[config.mk]
export PLATFORM = sky130hd
export DESIGN_NAME = equal_arbiter
export DESIGN_NICKNAME = d
export VERILOG_FILES = /design/src/rtl/equal_arbiter_pkg.sv /design/src/rtl/rr_arbiter.sv /design/src/rtl/equal_arbiter.sv
export SDC_FILE = /design/constraint.sdc
export NUM_CORES = 1
export LEC_CHECK = 0
export ABC_AREA = 1
export CELL_PAD_IN_SITES_DETAIL_PLACEMENT = 1
export CELL_PAD_IN_SITES_GLOBAL_PLACEMENT = 2
export CORE_AREA = 2 2 307 309
export CTS_CLUSTER_SIZE = 8
export DETAILED_ROUTE_END_ITERATION = 7
export DIE_AREA = 0 0 309 311
export GPL_TIMING_DRIVEN = 0
export PLACE_DENSITY_LB_ADDON = 0.08
export SLEW_MARGIN = 0
export SYNTH_ARGS = -nofsm -noshare
export SYNTH_HDL_FRONTEND = slang
export SYNTH_HIERARCHICAL = 1
export SYNTH_SLANG_ARGS = --single-unit
[constraint.sdc]
create_clock -name clk -period 8.5 [get_ports clk]
set_input_delay 1.275 -clock clk [delete_from_list [all_inputs] [get_ports clk]]
set_output_delay 1.275 -clock clk [all_outputs]
set_load 0.005 [all_outputs]
[src/rtl/equal_arbiter_pkg.sv]
// Shared types and default sizing for the equality-comparator arbiter.
package equal_arbiter_pkg;

  localparam int DEF_WIDTH   = 64;
  localparam int DEF_NUM_REQ = 4;

  typedef enum logic [1:0] {
    IDLE = 2'd0,
    EVAL = 2'd1,
    RESP = 2'd2
  } state_t;

endpackage

[src/rtl/rr_arbiter.sv]
// Combinational round-robin pick: first set request at or after ptr, wrapping.
module rr_arbiter #(
  parameter int NUM_REQ = 4,
  parameter int ID_W    = $clog2(NUM_REQ)
) (
  input  logic [NUM_REQ-1:0] req,
  input  logic [ID_W-1:0]    ptr,
  output logic [NUM_REQ-1:0] grant,
  output logic [ID_W-1:0]    grant_idx,
  output logic               grant_valid
);

  always_comb begin
    int unsigned idx;
    logic [ID_W-1:0] sel;
    grant       = '0;
    grant_idx   = '0;
    grant_valid = 1'b0;
    idx         = 0;
    sel         = '0;
    for (int unsigned i = 0; i < NUM_REQ; i++) begin
      idx = (32'(ptr) + i) % NUM_REQ;
      sel = ID_W'(idx);
      if (!grant_valid && req[sel]) begin
        grant_valid = 1'b1;
        grant_idx   = sel;
        grant[sel]  = 1'b1;
      end
    end
  end

endmodule

[src/rtl/equal_arbiter.sv]
// Round-robin front end sharing one bitwise-equality comparator among NUM_REQ
// requesters; returns the captured result tagged with the owner id.
module equal_arbiter
  import equal_arbiter_pkg::*;
#(
  parameter int WIDTH   = DEF_WIDTH,
  parameter int NUM_REQ = DEF_NUM_REQ,
  parameter int ID_W    = $clog2(NUM_REQ),
  parameter int CNT_W   = 16
) (
  input  logic                     clk,
  input  logic                     rst,
  input  logic [NUM_REQ-1:0]       req_valid,
  output logic [NUM_REQ-1:0]       req_ready,
  input  logic [NUM_REQ*WIDTH-1:0] req_a,
  input  logic [NUM_REQ*WIDTH-1:0] req_b,
  output logic [WIDTH-1:0]         cmp_a,
  output logic [WIDTH-1:0]         cmp_b,
  input  logic [WIDTH-1:0]         cmp_z,
  output logic                     resp_valid,
  input  logic                     resp_ready,
  output logic [ID_W-1:0]          resp_id,
  output logic [WIDTH-1:0]         resp_z,
  output logic                     resp_all_eq,
  output logic [CNT_W-1:0]         done_count
);

  state_t             state, state_nxt;
  logic [ID_W-1:0]    rr_ptr, id_q, grant_idx, ptr_nxt;
  logic [NUM_REQ-1:0] grant;
  logic               grant_valid;
  logic               may_accept, accept, consume;
  logic [WIDTH-1:0]   sel_a, sel_b;

  rr_arbiter #(
    .NUM_REQ(NUM_REQ),
    .ID_W   (ID_W)
  ) u_rr (
    .req        (req_valid),
    .ptr        (rr_ptr),
    .grant      (grant),
    .grant_idx  (grant_idx),
    .grant_valid(grant_valid)
  );

  always_comb begin
    sel_a = '0;
    sel_b = '0;
    for (int unsigned k = 0; k < NUM_REQ; k++) begin
      if (grant_idx == ID_W'(k)) begin
        sel_a = req_a[k*WIDTH +: WIDTH];
        sel_b = req_b[k*WIDTH +: WIDTH];
      end
    end
  end

  always_comb begin
    state_nxt  = state;
    may_accept = 1'b0;
    consume    = 1'b0;
    case (state)
      IDLE: begin
        may_accept = 1'b1;
        if (grant_valid) state_nxt = EVAL;
      end
      EVAL: state_nxt = RESP;
      RESP: begin
        // Consuming a response reopens the port in the same cycle.
        if (resp_ready) begin
          consume    = 1'b1;
          may_accept = 1'b1;
          state_nxt  = grant_valid ? EVAL : IDLE;
        end
      end
      default: state_nxt = IDLE;
    endcase
  end

  assign accept     = may_accept && grant_valid && !rst;
  assign req_ready  = (may_accept && !rst) ? grant : '0;
  assign resp_valid = (state == RESP);
  assign ptr_nxt    = (grant_idx == ID_W'(NUM_REQ - 1)) ? '0 : grant_idx + ID_W'(1);

  always_ff @(posedge clk) begin
    if (rst) begin
      state       <= IDLE;
      rr_ptr      <= '0;
      id_q        <= '0;
      cmp_a       <= '0;
      cmp_b       <= '0;
      resp_z      <= '0;
      resp_id     <= '0;
      resp_all_eq <= 1'b0;
      done_count  <= '0;
    end else begin
      state <= state_nxt;
      if (accept) begin
        cmp_a  <= sel_a;
        cmp_b  <= sel_b;
        id_q   <= grant_idx;
        rr_ptr <= ptr_nxt;
      end
      if (state == EVAL) begin
        resp_z      <= cmp_z;
        resp_all_eq <= &cmp_z;
        resp_id     <= id_q;
      end
      if (consume) done_count <= done_count + CNT_W'(1);
    end
  end

endmodule

==> results by group <==
Run status
  – Run status: completed

Place
  – Post-DP HPWL: 79.7 mm
  – Post-DP Area: 21200 µm²
  – IO Port Bufs: 798
  – RD Place Congestion: 0.852
  – Dpl ws: 2.72 ns

Power and ir drop
  – LEAKAGE: 8.37 nW
  – Clock network fraction of total power: 13.2%
  – Share of power burned in combinational logic: 71.5%
  – Sw Pwr: 5.65 mW
  – Sequential share of power: 15.3%
  – Power Density: 472 nW/µm²
  – Cell Int Power: 4.89 mW
  – Switching Share: 53.6%
  – Maximum VDD drop: 0.235 mV
  – Final Total Pwr: 10.5 mW

Critical path
  – Worst path depth: 15
  – WS Path Type: input pin to flip-flop
  – CP max stage delay: 0.97 ns
  – Worst R2R Path Depth: 15
  – WP buf/inv: 6
  – Startpoint Class: input pin
  – Largest delay share family, worst path: buffers and inverters
  – CP max stage cell: clkbuf_1
  – CP required: 8.98 ns
  – Worst Path Max Fanout: 10
  – CP arrival: 5.58 ns
  – Critical Path Most Common Cell: inv_1
  – Crit path cell chain: clkdlybuf4s50_1 -> inv_1 -> nand2_1 -> nand3_2 -> nand2_4 -> nor2_1 -> a21oi_1 -> nand3_1 -> inv_1 -> ha_1 -> inv_1 -> clkbuf_1 -> clkbuf_1 -> o211ai_1 -> a21oi_1
  – Worst Setup End Kind: flip-flop

Clocking
  – Clock sinks: 217
  – Setup Buffers After CTS: 0
  – Clk_lat worst skew: 0.55 ns
  – Cts repair resizes: 0
  – Total CTS buffers: 35
  – CTS clock-pin slew for the worst setup and hold paths: 0.05 ns
  – CTS tree: built
  – Clk buf depth: 3
  – Hold bufs inserted after CTS: 0
  – H-tree levels: 2
  – Root Driver: clkbuf_16

Floorplan
  – Placement Rows: 112
  – Die Ht: 311 µm
  – Total core area: 92800 µm²
  – Die X-Extent: 309 µm
  – Die area: 96100 µm²
  – Initial core utilization: 12.6%
  – Number of top-level pins: 799

Synth
  – Mapped Nets: 2320
  – Area of the mapped netlist: 11700 µm²
  – Seq/Total Area, Yosys: 37.3%
  – YS warnings: 6
  – Unique masters post-synth: 29
  – Syn Inst Count: 1727
  – Avg Synthesized Cell Area: 6.75 µm²
  – #FFs+latches synth: 217

Routing
  – DRT iter0 DRCs: 556
  – Routed wire length: 97.3 mm
  – Routed length per placed instance: 25.2 µm
  – Drt first pass iters: 4
  – Vias after detailed routing: 15800
  – DRC viols: 0
  – Vias/cell: 4.10
  – ANT nets after route: 0

Global route
  – Total gr overflow: 0
  – Largest net degree at the start of global routing: 11
  – Gr usage total: 19.7%
  – First-pass GRT wire length: 135 mm
  – Initial antenna violation count: 48
  – Vias in the first global route: 17500

STA
  – Slew @ Worst Pin: 1.34 ns
  – Post-layout minimum cycle time: 5.11 ns
  – Final setup margin: 3.39 ns
  – Final setup TNS: 0 ns
  – Max Freq: 196 MHz
  – Final Hold Viols: 0
  – Final setup violating endpoints: 0
  – Tcrit/Tclk final: 60.1%
  – Max Clock Skew: 0.0120 ns
  – Slew HR: 10.9%
  – Slew Limit Fails: 0
  – RSZ-0062 raised after global routing: no

Job
  – Max Cap Violations: 0

Cells and area
  – Commonest cells after routing, fill and taps aside: clkdlybuf4s50_1 (798), a21oi_1 (409), nand2_1 (331), dfxtp_1 (217), nor2_1 (164)
  – Ratio of cells with drive above 1 in the final layout: 4.03%
  – Final nets: 3155
  – Util after Layout: 24.0%
  – Commonest non-fill, non-tap cell in the layout: clkdlybuf4s50_1
  – FILL cells: 11100
  – Final Cell Area: 22300 µm²
  – Area Growth Syn to Fin: 91.4%

Worst hold path
  – Hold crit path type: flip-flop to flip-flop
  – Hold Path Cell Cnt: 2
final timing paths:
path | startpoint | slack [ns] | endpoint
max | req_valid[1] | 3.39 | cmp_a[59]
min | id_q[1] | 0.47 | resp_id[1]
min reg2reg | id_q[1] | 0.47 | resp_id[1]
max reg2reg | rr_ptr[0] | 3.59 | cmp_a[59]
power by group through the flow:
stage	Clock, mW	Sequential, mW	Combinational [mW]
floorplan	0	1.61	4.11
global placement	0	1.62	7.71
detailed placement	0	1.63	7.72
CTS	1.46	1.62	7.74
global route	1.49	1.66	8.47
finish	1.39	1.61	7.54
flip-flops by register name, indices dropped and copies added, names as in the netlist:
signal / count
cmp_a: 64
cmp_b: 64
done_count: 16
id_q: 2
resp_all_eq: 1
resp_id: 2
resp_z: 64
rr_ptr: 2
state: 2
metal layers:
layer / GRT usage (%) / vias to the layer above / wire, µm
met3: 7.55 / 129 / 8170
met2: 34.2 / 522 / 48000
met4: 6.71 / 36 / 2730
met1: 21.7 / 7449 / 38200
li1: - / 7693 / -
met5: 0 / - / 242
cell usage after synthesis:
master,count,area (µm²)
xor2_1,2,17.5
buf_1,7,26.3
a211oi_1,1,7.51
nor3b_1,1,7.51
o211ai_1,128,961
ha_1,10,125
nand2_4,2,22.5
a21boi_0,4,30.0
nor2_2,4,25.0
nand3_1,23,115
o21ai_1,103,515
nor2_4,2,22.5
nor3_1,5,25.0
o21ai_0,101,505
clkbuf_1,107,402
buf_6,12,135
nand3_2,2,20.0
nand3b_2,1,11.3
buf_2,23,115
nand2_1,331,1240
dfxtp_1,217,4340
inv_2,6,22.5
clkinv_2,1,5.00
inv_1,41,154
nor2_1,164,616
nand3_4,1,17.5
a21oi_1,409,2050
nand2_2,8,50.1
nand4_1,11,68.8
cell type report:
| class | count | area [µm²] | share of cell area (%) |
|---|---|---|---|
| diodes | 25 | 62.6 | 0.280 |
| clock inverters | 4 | 60.1 | 0.269 |
| well taps | 1254 | 1570 | 7.03 |
| plain buffers | 149 | 678 | 3.04 |
| repair buffers | 798 | 7990 | 35.8 |
| inverters | 48 | 181 | 0.813 |
| multi-input cells | 1313 | 6450 | 28.9 |
| flip-flops and latches | 217 | 4340 | 19.5 |
| clock buffers | 50 | 973 | 4.36 |
cells by family after synthesis:
group           after synthesis  share of synthesized area [%]
compound gates              746                           34.9
xor+xnor                      2                          0.150
fa+ha+maj                    10                           1.07
buf+inv                     197                           7.37
flops                       217                           37.3
simple gates                555                           19.2
worst min-delay path, stage by stage (launching register included):
cell,delay [ns]
dfxtp_1,0.30
inv_1,0.06
a21oi_1,0.06
stage by stage:
| step | hold slack [ns] | std cells |
|---|---|---|
| floorplan | 0.430 | 1727 |
| global placement | 0.454 | 3779 |
| detailed placement | 0.465 | 3779 |
| CTS | 0.475 | 3833 |
| global route | 0.501 | 3850 |
| finish | 0.467 | 3858 |
No activity file was read; power rests on OpenSTA's default activity.
